[config.mk]
export PLATFORM = sky130hd
export DESIGN_NAME = asym_width_fifo
export DESIGN_NICKNAME = d
export VERILOG_FILES = /design/src/rtl/asym_width_fifo.sv
export SDC_FILE = /design/constraint.sdc
export NUM_CORES = 2
export LEC_CHECK = 0
export CORE_MARGIN = 1
export CORE_UTILIZATION = 60
export DETAILED_ROUTE_END_ITERATION = 8
export PLACE_DENSITY = 0.8
export SLEW_MARGIN = 20
export SYNTH_ARGS = -nofsm -noshare
export SYNTH_HDL_FRONTEND = slang
export SYNTH_SLANG_ARGS = --single-unit
export TNS_END_PERCENT = 10
[constraint.sdc]
create_clock -name clk -period 4.92 [get_ports clk]
set_clock_uncertainty 0.1 [all_clocks]
set_input_delay 0.984 -clock clk [delete_from_list [all_inputs] [get_ports clk]]
set_output_delay 0.984 -clock clk [all_outputs]
set_load 0.005 [all_outputs]
[src/rtl/asym_width_fifo.sv]
// rtl/asym_width_fifo.sv - single-clock FIFO converting between write and read data widths
// Storage is RATIO banks of narrow words so a wide access touches one row of every bank.
module asym_width_fifo #(
    parameter int WIDTHA    = 8,
    parameter int WIDTHB    = 32,
    parameter int DEPTH     = 256,
    parameter int ADDRWIDTH = 8
) (
    input  logic                 clk,
    input  logic                 rst_n,
    input  logic                 flush,
    input  logic                 we,
    input  logic [WIDTHA-1:0]    din,
    output logic                 full,
    input  logic                 re,
    output logic [WIDTHB-1:0]    dout,
    output logic                 dout_valid,
    output logic                 empty,
    output logic [ADDRWIDTH:0]   level,
    output logic                 overflow,
    output logic                 underflow
);
    localparam int MINW  = (WIDTHA < WIDTHB) ? WIDTHA : WIDTHB;
    localparam int MAXW  = (WIDTHA < WIDTHB) ? WIDTHB : WIDTHA;
    localparam int RATIO = MAXW / MINW;
    localparam int WA    = WIDTHA / MINW;
    localparam int WB    = WIDTHB / MINW;
    localparam int LOGR  = $clog2(RATIO);
    localparam int BSELW = (LOGR > 0) ? LOGR : 1;
    localparam int ROWS  = DEPTH / RATIO;
    localparam int ROWW  = ADDRWIDTH - LOGR;

    localparam logic [ADDRWIDTH:0]   FULLMARK  = (ADDRWIDTH+1)'(DEPTH - WA);
    localparam logic [ADDRWIDTH:0]   EMPTYMARK = (ADDRWIDTH+1)'(WB);
    localparam logic [ADDRWIDTH:0]   WASTEP    = (ADDRWIDTH+1)'(WA);
    localparam logic [ADDRWIDTH:0]   WBSTEP    = (ADDRWIDTH+1)'(WB);
    localparam logic [ADDRWIDTH-1:0] BANKMASK  = ADDRWIDTH'(RATIO - 1);

    logic [ADDRWIDTH-1:0] wrPtr;
    logic [ADDRWIDTH-1:0] rdPtr;
    logic [ADDRWIDTH:0]   levelReg;
    logic [WIDTHB-1:0]    doutReg;
    logic [WIDTHB-1:0]    doutNext;
    logic                 doutValidReg;
    logic                 overflowReg;
    logic                 underflowReg;

    logic                 fullFlag;
    logic                 emptyFlag;
    logic                 accW;
    logic                 accR;
    logic [ROWW-1:0]      wrRow;
    logic [ROWW-1:0]      rdRow;
    logic [BSELW-1:0]     wrBank;
    logic [BSELW-1:0]     rdBank;
    logic [MINW-1:0]      rdWord [RATIO];

    // Flags look only at the stored level, never at this cycle's requests.
    assign fullFlag  = (levelReg > FULLMARK);
    assign emptyFlag = (levelReg < EMPTYMARK);
    assign accW      = we && !fullFlag && !flush;
    assign accR      = re && !emptyFlag && !flush;

    assign wrRow  = wrPtr[ADDRWIDTH-1:LOGR];
    assign rdRow  = rdPtr[ADDRWIDTH-1:LOGR];
    assign wrBank = BSELW'(wrPtr & BANKMASK);
    assign rdBank = BSELW'(rdPtr & BANKMASK);

    // The wide side is always RATIO-aligned, so it owns one full row; the narrow side picks a bank.
    for (genvar b = 0; b < RATIO; b++) begin : gBank
        localparam int WSLOT = (WA == RATIO) ? b : 0;
        logic [MINW-1:0] mem [ROWS];
        logic            bankWe;

        assign bankWe = accW && ((WA == RATIO) || (wrBank == BSELW'(b)));

        always_ff @(posedge clk) begin
            if (bankWe) begin
                mem[wrRow] <= din[WSLOT*MINW +: MINW];
            end
        end

        assign rdWord[b] = mem[rdRow];
    end

    always_comb begin
        logic [BSELW-1:0] sel;
        sel      = '0;
        doutNext = '0;
        for (int j = 0; j < WB; j++) begin
            sel = (WB == RATIO) ? BSELW'(j) : rdBank;
            doutNext[j*MINW +: MINW] = rdWord[sel];
        end
    end

    always_ff @(posedge clk or negedge rst_n) begin
        if (!rst_n) begin
            wrPtr        <= '0;
            rdPtr        <= '0;
            levelReg     <= '0;
            doutReg      <= '0;
            doutValidReg <= 1'b0;
            overflowReg  <= 1'b0;
            underflowReg <= 1'b0;
        end else if (flush) begin
            // dout and the sticky error flags deliberately survive a flush.
            wrPtr        <= '0;
            rdPtr        <= '0;
            levelReg     <= '0;
            doutValidReg <= 1'b0;
        end else begin
            if (accW) begin
                wrPtr <= wrPtr + ADDRWIDTH'(WA);
            end
            if (accR) begin
                rdPtr   <= rdPtr + ADDRWIDTH'(WB);
                doutReg <= doutNext;
            end
            doutValidReg <= accR;
            levelReg     <= levelReg + (accW ? WASTEP : '0) - (accR ? WBSTEP : '0);
            if (we && fullFlag) begin
                overflowReg <= 1'b1;
            end
            if (re && emptyFlag) begin
                underflowReg <= 1'b1;
            end
        end
    end

    assign full       = fullFlag;
    assign empty      = emptyFlag;
    assign level      = levelReg;
    assign dout       = doutReg;
    assign dout_valid = doutValidReg;
    assign overflow   = overflowReg;
    assign underflow  = underflowReg;

endmodule

==> summary.txt <==
Die
  – Num rows: 135
  – I/O pin total: 59
  – Die width: around 370 µm
  – Initial core utilization: 60.4%
  – Core area: 135000 µm²
  – Die Span Y: 371 µm
  – Area enclosed by the die boundary: 138000 µm²

STA
  – Worst relative slew slack: a little under a fifth
  – Sum of negative setup slack: 0 ns
  – Period utilization: roughly 85%
  – Number of setup violations in the final report: 0
  – Post-route minimum period: 4.17 ns
  – Number of endpoints with negative hold slack in the final report: 0
  – Number of pins exceeding their max-slew limit in the final report: 0
  – Worst Max-Slew Pin Slew: 1.21 ns
  – Highest clock rate: 0.240 GHz
  – Unrepaired setup endpoints after global routing: no
  – Minimum hold slack: 0.0587 ns

Worst setup path
  – Reg2reg end: gBank[1].mem[1][6]
  – Endpoint arrival time on the critical path: 4.52 ns
  – Startpoint types: register
  – Delay-heaviest family, CP: simple AND/OR/NAND/NOR gates
  – Data required time at the worst endpoint: 5.27 ns
  – Nature of the critical path endpoint: register
  – Number of cell instances on the worst register-to-register path: 8
  – Worst-path cell chain: inv_1 -> ha_1 -> and4_1 -> a41o_1 -> nor3_2 -> nand2_2 -> buf_4 -> nor2_1
  – Peak per-stage delay on the critical path: around 0.8 ns
  – Source of the worst register-to-register timing path: level[8]
  – Highest-delay cell along the critical path: nand2_2
  – Buffers and inverters on the worst path: 2
  – Worst setup path category: reg2reg
  – Highest fanout seen on the critical path: 25
  – Slack of the worst reg-to-reg path: 0.75 ns

Drt
  – Average wire length per cell after detail routing: 34.6 µm
  – Via-to-Cell Ratio: 6.98
  – Drt total wl: 212000 µm
  – DR vias: roughly 43000
  – First drt pass iteration count: 7
  – Number of nets with antenna violations after detailed routing: 0
  – Drc violations: 0
  – Detailed router's first-iteration violation count: 6930

Logic synthesis
  – Number of synthesized flops with an enable pin: 2048
  – Multiplexer share of the synthesized area: 14.8%
  – Sequential cell area fraction in the yosys report: roughly 77%
  – FF+latch count, synth: 2106
  – Post-Synth XOR/XNOR Area: 0.172%
  – Mapped Nets: 4073
  – Count of synthesis-stage warnings from yosys: 0
  – Avg Synthesized Cell Area: slightly above 20 µm²
  – Combinational family with the most area after synthesis: multiplexers
  – Count of mapped cells out of synthesis: 4033
  – Cell area after technology mapping: 81700 µm²
  – Library cells used by synthesis: between 50 and 60
  – Primary flip-flop cell chosen by synthesis mapping: edfxtp_1
  – Post-Synth Simple-Gate Area: under 10%
  – Compound-Gate Fraction of Synth Area: 3.19%
  – Async set or reset register ratio after synthesis: under 10%
  – Post-synthesis share of cell area spent on full adders, half adders and majority gates: 0.414%

Clocking
  – Number of levels the H-tree was split into: 4
  – TritonCTS buffer count: 195
  – Post CTS Setup Buffer Count: 0
  – Source-to-sink clock delay at the later pin of the worst-skew pair: 0.85 ns
  – CTS Hold Bufs: 0
  – Number of cells upsized or downsized after cts: 0
  – CTS tree: done
  – Maximum buffer depth of the clock tree: 3
  – CTS root buf: clkbuf_16
  – Clock slew at the register clock pins of the worst setup and hold paths: 0.06 ns
  – Sink count of the clock tree: about 2100

Global route
  – Pin count of the biggest net entering global routing: 136
  – Remaining global-route overflow: 0
  – Number of antenna violations at the first check in global routing: 20
  – Vias in the first global route: 42128
  – Overall global routing resource usage: 31.4%
  – First-pass GRT wire length: just over 300000 µm

Pwr
  – Pwr Density: 466 nW/µm²
  – Worst IR drop on VDD: between 300 and 400 µV
  – Static Leak: 0.0276 µW

Min path
  – Class of the tightest hold or removal check: in2async

Run status
  – Status: completed

Placed design
  – Post-detail-place hpwl: between 100000 and 150000 µm
  – Port bufs: 58
  – Placer congestion estimate: between 0.9 and 1

Flow run
  – Total of max-cap violations: 0

Cells and area
  – Layout cells sized above 1: 21.1%
  – # nets final: 4206
  – Signed area change from the synthesized netlist to the final layout: 11.3%
[state kept, by name, indices dropped and copies added, names as in the netlist]
name        cells
dout           32
dout_valid      1
gBank.mem    2048
level           9
overflow        1
rdPtr           6
underflow       1
wrPtr           8
[layer usage]
metal	vias to the layer above	track usage [%]	routed length, µm
met4	32	15.8	11400
met5	-	0	202
met3	628	9.19	29100
met1	21781	43.1	74600
met2	3559	46.4	96900
li1	16811	-	-
[synth_stat cells (2+ instances only)]
master | instances | share of area (%)
edfxtp_1 | 2048 | 75
a22o_1 | 2 | 0.021
mux2_1 | 9 | 0.12
nor2b_1 | 9 | 0.069
nor3_2 | 2 | 0.025
or3_1 | 4 | 0.031
buf_6 | 5 | 0.069
o21bai_1 | 3 | 0.028
a21oi_1 | 12 | 0.074
nor3b_1 | 7 | 0.064
nand2b_1 | 5 | 0.038
inv_1 | 18 | 0.083
nor3_1 | 11 | 0.067
buf_1 | 13 | 0.060
nor4_1 | 28 | 0.21
mux2_2 | 49 | 0.68
xnor2_1 | 6 | 0.064
a211oi_1 | 29 | 0.27
buf_4 | 38 | 0.35
nand3_1 | 8 | 0.049
a31o_2 | 2 | 0.021
mux2i_1 | 190 | 2.3
mux4_2 | 422 | 12
nor2_1 | 318 | 1.5
o21ai_1 | 42 | 0.26
nand2_1 | 139 | 0.64
a2111oi_0 | 3 | 0.032
a22oi_1 | 124 | 1.1
o22ai_1 | 116 | 0.89
dfrtp_1 | 58 | 1.8
buf_2 | 78 | 0.48
nand4_1 | 6 | 0.046
and3b_1 | 4 | 0.043
xor2_1 | 10 | 0.11
and2_1 | 5 | 0.038
o21ai_0 | 54 | 0.33
ha_1 | 27 | 0.41
and3_1 | 7 | 0.054
clkbuf_1 | 104 | 0.48
[placed cells by master (no fill, tap or decap), types with 13 or more instances in the layout]
cell type	n
a22oi_1	124
bufinv_16	21
o21ai_1	42
clkdlybuf4s50_1	49
o21ai_0	54
nand2_1	135
mux4_2	422
clkbuf_8	17
buf_4	105
mux2i_1	190
buf_12	13
clkbuf_16	199
a211oi_1	29
o22ai_1	116
clkinv_1	37
nor4_1	28
edfxtp_1	2048
ha_1	27
dfrtp_1	54
clkinv_2	38
diode_2	18
mux2_2	49
nor2_1	318
clkbuf_1	34
inv_1	18
[worst max-delay path by stage]
stage | start | end | slack, ns | cells after the start
2_1_floorplan | flush | level[8] | 1.05 | 13
3_3_place_gp | we | gBank[1].mem[7][2] | 0.66 | 6
3_5_place_dp | we | gBank[1].mem[1][4] | 0.57 | 6
4_1_cts | level[4] | empty | 0.80 | 7
5_1_grt | level[4] | empty | 0.60 | 7
6_report | level[8] | gBank[1].mem[1][6] | 0.75 | 8
[layout make-up]
type                       count  area [µm²]
clock buffer                 242        5230
sequential                  2106       63000
fill                        7861       44300
antenna                       18        45.0
multi-input combinational   1670       17600
inverter                      18        67.6
tap                         1781        2230
timing repair buffer         175        1650
clock inverter               120        1200
[per-stage QoR]
step | std cells | util (%) | worst slack (ns) | power (µW) | cell area (µm²)
floorplan | 4033 | - | 1.05 | 25300 | 81700
global placement | 5750 | 62.4 | 0.657 | 27300 | 84500
detailed placement | 5750 | 62.4 | 0.569 | 27400 | 84500
CTS | 6112 | 67.2 | 0.800 | 42400 | 90900
global route | 6114 | 67.2 | 0.600 | 43400 | 90900
finish | 6130 | 67.2 | 0.750 | 42400 | 91000
[kinds of logic after synthesis]
kind of cell             after synthesis
AO/OA/AOI/OAI                        399
adder cells (fa/ha/maj)               27
AND/OR/NAND/NOR                      558
multiplexers                         670
flip-flops                          2106
buffers and inverters                257
XOR/XNOR                              16
[where the power goes]
part	switching (µW)	internal (µW)
sequential	359	19800
combinational	3640	3320
clock	6590	8650
No activity file was read; power rests on OpenSTA's default activity.
